[config.mk]
export PLATFORM = sky130hd
export DESIGN_NAME = seg_display_arbiter
export DESIGN_NICKNAME = d
export VERILOG_FILES = /design/src/rtl/seg_display_arbiter.sv
export SDC_FILE = /design/constraint.sdc
export NUM_CORES = 1
export LEC_CHECK = 0
export CORE_UTILIZATION = 45
export CTS_CLUSTER_DIAMETER = 80
export DETAILED_ROUTE_END_ITERATION = 10
export PLACE_DENSITY = 0.75
export SYNTH_ARGS = -nofsm -noshare
export SYNTH_HDL_FRONTEND = slang
export SYNTH_SLANG_ARGS = --single-unit
[constraint.sdc]
create_clock -name clk -period 2.6 [get_ports clk]
set_input_delay 0.78 -clock clk [delete_from_list [all_inputs] [get_ports clk]]
set_output_delay 0.78 -clock clk [all_outputs]
set_load 0.005 [all_outputs]
[src/rtl/seg_display_arbiter.sv]
// Round-robin arbiter sharing one seven-segment driver command port between
// NUM_REQ clients, with a clear on every hand-over and bounded-hold pre-emption.
//
// state   | meaning
// IDLE    | display blanked, picking the next owner from req
// CLEAR   | one-cycle seg_clear before the new owner takes the port
// OWN     | winner's commands routed straight through to the driver
// RELEASE | one-cycle blanked gap after the owner lets go or is pre-empted
module seg_display_arbiter #(
  parameter int NUM_REQ  = 2,
  parameter int HOLD_MAX = 256,
  parameter int CNT_W    = 16
) (
  input  logic                   clk,
  input  logic                   rst,
  input  logic [NUM_REQ-1:0]     req,
  output logic [NUM_REQ-1:0]     gnt,
  input  logic [4*NUM_REQ-1:0]   in_data,
  input  logic [NUM_REQ-1:0]     in_shift,
  input  logic [NUM_REQ-1:0]     in_write,
  input  logic [NUM_REQ-1:0]     in_clear,
  input  logic [NUM_REQ-1:0]     in_off,
  output logic [3:0]             seg_data,
  output logic                   seg_shift,
  output logic                   seg_write,
  output logic                   seg_clear,
  output logic                   seg_off,
  output logic                   preempt
);

  localparam int                 IDX_W      = (NUM_REQ > 1) ? $clog2(NUM_REQ) : 1;
  localparam logic [IDX_W-1:0]   LAST_IDX   = IDX_W'(NUM_REQ - 1);
  localparam logic [CNT_W-1:0]   HOLD_SAT   = CNT_W'(HOLD_MAX);
  localparam logic [CNT_W-1:0]   HOLD_LIM   = (HOLD_MAX > 0) ? CNT_W'(HOLD_MAX - 1) : '0;
  localparam bit                 PREEMPT_EN = (HOLD_MAX != 0);

  typedef enum logic [1:0] {
    IDLE    = 2'd0,
    CLEAR   = 2'd1,
    OWN     = 2'd2,
    RELEASE = 2'd3
  } state_t;

  state_t             state;
  logic [IDX_W-1:0]   ptr;
  logic [IDX_W-1:0]   winner;
  logic [CNT_W-1:0]   hold_cnt;

  logic [IDX_W-1:0]   rr_pick;
  logic [IDX_W-1:0]   cand;
  logic               found;
  logic [NUM_REQ-1:0] win_mask;
  logic               others_wait;
  logic               owner_req;
  logic               hold_hit;
  logic               force_rel;

  // First requester after ptr, wrapping NUM_REQ-1 -> 0.
  always_comb begin
    rr_pick = '0;
    found   = 1'b0;
    cand    = ptr;
    for (int k = 0; k < NUM_REQ; k++) begin
      cand = (cand == LAST_IDX) ? '0 : cand + IDX_W'(1);
      if (!found && req[cand]) begin
        rr_pick = cand;
        found   = 1'b1;
      end
    end
  end

  assign win_mask    = NUM_REQ'(1) << winner;
  assign others_wait = |(req & ~win_mask);
  assign owner_req   = req[winner];
  assign hold_hit    = PREEMPT_EN && (hold_cnt >= HOLD_LIM);
  assign force_rel   = hold_hit && others_wait;

  // A voluntary drop on the expiry cycle counts as a normal release.
  assign preempt = (state == OWN) && owner_req && force_rel;

  always_ff @(posedge clk or negedge rst) begin
    if (!rst) begin
      state    <= IDLE;
      gnt      <= '0;
      winner   <= '0;
      ptr      <= LAST_IDX;
      hold_cnt <= '0;
    end else begin
      case (state)
        IDLE: begin
          if (|req) begin
            winner <= rr_pick;
            state  <= CLEAR;
          end
        end
        CLEAR: begin
          gnt      <= win_mask;
          hold_cnt <= '0;
          state    <= OWN;
        end
        OWN: begin
          if (!owner_req || force_rel) begin
            gnt   <= '0;
            ptr   <= winner;
            state <= RELEASE;
          end else if (hold_cnt != HOLD_SAT) begin
            hold_cnt <= hold_cnt + CNT_W'(1);
          end
        end
        RELEASE: state <= IDLE;
        default: state <= IDLE;
      endcase
    end
  end

  always_comb begin
    seg_data  = '0;
    seg_shift = 1'b0;
    seg_write = 1'b0;
    seg_clear = 1'b0;
    seg_off   = 1'b1;
    case (state)
      CLEAR: seg_clear = 1'b1;
      OWN: begin
        seg_data  = in_data[{winner, 2'b00} +: 4];
        seg_shift = in_shift[winner];
        seg_write = in_write[winner];
        seg_clear = in_clear[winner];
        seg_off   = in_off[winner];
      end
      default: ;
    endcase
  end

endmodule

==> results.ini <==
[run_status]
status=finished, final reports clean

[timing]
setup_viol=0
min_period_ns=2.532
finalCritPeriodShare=0.9739
fmax_mhz=394.9
rsz0062_at_grt=false
hold_ws_ns=0.4963
finalMaxSlewViolations=0
tightest_slew_ns=0.3895
hold_viol=0
slew_headroom=0.7367
finalClockSkew_ns=0.004447

[power_and_ir_drop]
p_int_w=0.001020
clockPowerShare=0.160
p_leak_nw=0.8876
p_sw_w=0.0006267
p_sw_frac=0.3806
powerDensity_nw_per_um2=840.9
p_comb_frac=0.572
seq_power_share=0.268
ir_drop_uv=388.9

[synth]
synth_top_area_frac=0.3659
synth_cell_types=38
avgSynthCellArea_um2=8.922
synth_cells=161
synth_fa_ha_area_frac=0.05226
yosysSeqAreaShare=0.3841
synthXorXnorAreaFrac=0.04268
synth_top_family_by_area=simple AND/OR/NAND/NOR gates
yosysWarnings=0
synth_compound_area_frac=0.1220
synth-simple-area-share=0.2718
synthTopCellsByArea=dfrtp_1 37%, mux2i_1 5.6%, ha_1 5.2%, nor2b_1 4.4%, xnor2_1 4.3%
syn_nets=187
synth_area_um2=1436
post-synth-top-area-cell=dfrtp_1
synthMuxAreaShare=0.08711
synth_seq_cells=22

[clock_tree]
cts_buffer_depth=2
clk_pin_slew_ns=0.12
cts_made_buffers=3
cts-root-buf=clkbuf_4
cts.htree.levels=1
worstSkewPairLatency_ns=0.31
cts.sinks=22
cts_tree=built

[route]
met1_length_um=1403
vias_per_cell=5.425
vias=1367
drtIter0Drc=55
top_layer=met4
firstDrtPassIters=5
met2_length_um=1690
wl_per_cell_um=13.26
wl_um=3341
wl_met3_um=192
drtAntennaViolNets=0
post-route-drc-count=0

[global_routing]
grt_start_max_net_pins=23
antenna_found_initial=0
grt-ovfl-total=0
grt_util_all_layers=0.2099
grt_pass1_vias=1301
grt_pass1_wl_um=5506

[setup_path]
startpoint=req[0]
criticalPathCategory=input pin to flop
cp.required_ns=2.84
critPathMaxFanout=6
cp.arrival_ns=2.77
ff2ff_setup_slack_ns=0.11
r2r-start=hold_cnt[0]
crit_path_end_kind=flop
endpoint=hold_cnt[11]
r2r-end=hold_cnt[11]
startpoint_type=input pin
reg2reg_depth=8

[layout]
drive_gt1_frac=0.1683
final_cell_mix=21 x dfrtp_1, 20 x clkdlybuf4s50_1, 19 x buf_4
area_delta_synth_final_pct=36.32
stdcell_count=252
final_common_cell=dfrtp_1
nets=235
insertedDiodeCount=0

[placement]
dp_hpwl_um=2530
port_buffers=30
gp_congestion=0.8168
placed_cells_incl_taps=246

[floorplanning]
dieWidth_um=58.50
core_um2=3028
rows=20
die_h_um=58.50
boundaryPins=31
start_util=0.4744
die_area_um2=3422

[worst_hold_path]
hold_path_class=flop to flop
hold_path_depth=2

[job]
drv_cap=0

through the flow:
| stage | setup slack (ns) | instance area (um2) | util | TNS, ns | total power (W) |
|---|---|---|---|---|---|
| 4_1_cts | -0.02570 | 1963 | 0.6483 | -0.02570 | 0.001647 |
| 3_3_place_gp | -0.2288 | 1888 | 0.6236 | -2.029 | 0.001356 |
| 2_1_floorplan | 0.1770 | 1436 | - | 0 | 0.0009806 |
| 3_5_place_dp | -0.2996 | 1888 | 0.6236 | -2.537 | 0.001381 |
| 6_report | 0.06787 | 1958 | 0.6467 | 0 | 0.001647 |
| 5_1_grt | 0.01925 | 1958 | 0.6467 | 0 | 0.001761 |
metal layers:
metal	track usage	vias to the layer above
met5	0	-
met4	0.07143	0
met3	0.03956	7
met2	0.3793	54
met1	0.2493	637
li1	-	669
Yosys cell counts:
master and number:
xnor2_1 7, and2_1 3, a22o_1 3, nor4b_1 1, or2_1 1, o21a_1 1, nor4_1 4, dfrtp_1 21
a2bb2oi_1 1, buf_1 2, a21o_1 1, buf_6 1, and3_1 4, or4_1 2, dfstp_2 1, o31ai_1 2
o21ai_0 7, nor3b_1 1, nor2b_1 10, ha_1 6, and4_4 1, or2_2 1, a21oi_1 9, nand3_1 6
inv_1 7, a31o_1 1, o2111a_1 1, mux2i_1 8, clkbuf_1 2, nor3_1 5, nor2_1 13, a32o_1 1
mux2_2 4, clkbuf_2 1, nand2b_1 1, nand2_1 15, nand4_1 2, or3_1 4
power groups by stage:
stage               registers (W)  logic, W  clock network (W)
CTS                      0.000442  0.000938           0.000267
detailed placement       0.000445  0.000937                  0
global route             0.000452   0.00103           0.000278
finish                   0.000442  0.000942           0.000263
floorplan                0.000441  0.000539                  0
global placement         0.000441  0.000914                  0
sequential cells by signal, indices dropped and copies added, names as in the netlist:
register	flops
gnt	2
hold_cnt	16
ptr	1
state	2
winner	1
worst min path at each step:
stage,from,end,slack (ns)
final,ptr,ptr,0.50
after global routing,ptr,ptr,0.52
after CTS,ptr,ptr,0.50
after detailed placement,ptr,ptr,0.48
after global placement,ptr,ptr,0.47
after floorplan,ptr,ptr,0.46
critical path: stages:
cell and delay [ns]:
clkdlybuf4s50_1 0.48, buf_4 0.14, mux2i_1 0.09, and2_1 0.19, nand2b_1 0.16, or2_1 0.26
or4_1 0.50, a21oi_1 0.17
area by class of cell:
type	count	area [um2]
clock inverters	1	30.03
flip-flops and latches	22	551.8
fillers	260	1070
inverters	7	26.28
repair buffers	49	422.9
clock buffers	3	22.52
well taps	44	55.05
multi-input cells	126	849.6
logic make-up (layout without fill, tap and decap cells):
logic type | after synthesis | in the layout
fa+ha+maj | 6 | 6
xor+xnor | 7 | 7
flops | 22 | 22
simple gates | 74 | 74
compound gates | 27 | 27
buf+inv | 13 | 60
mux | 12 | 12
repair_timing:
action                                  in CTS  in global routing
resized for setup                           19                  1
pin swaps                                    3                  1
endpoints found under the setup margin       9                  1
hold buffers                                 0                  0
buffers inserted                             2                  0
(Power assumes the default switching activity.)
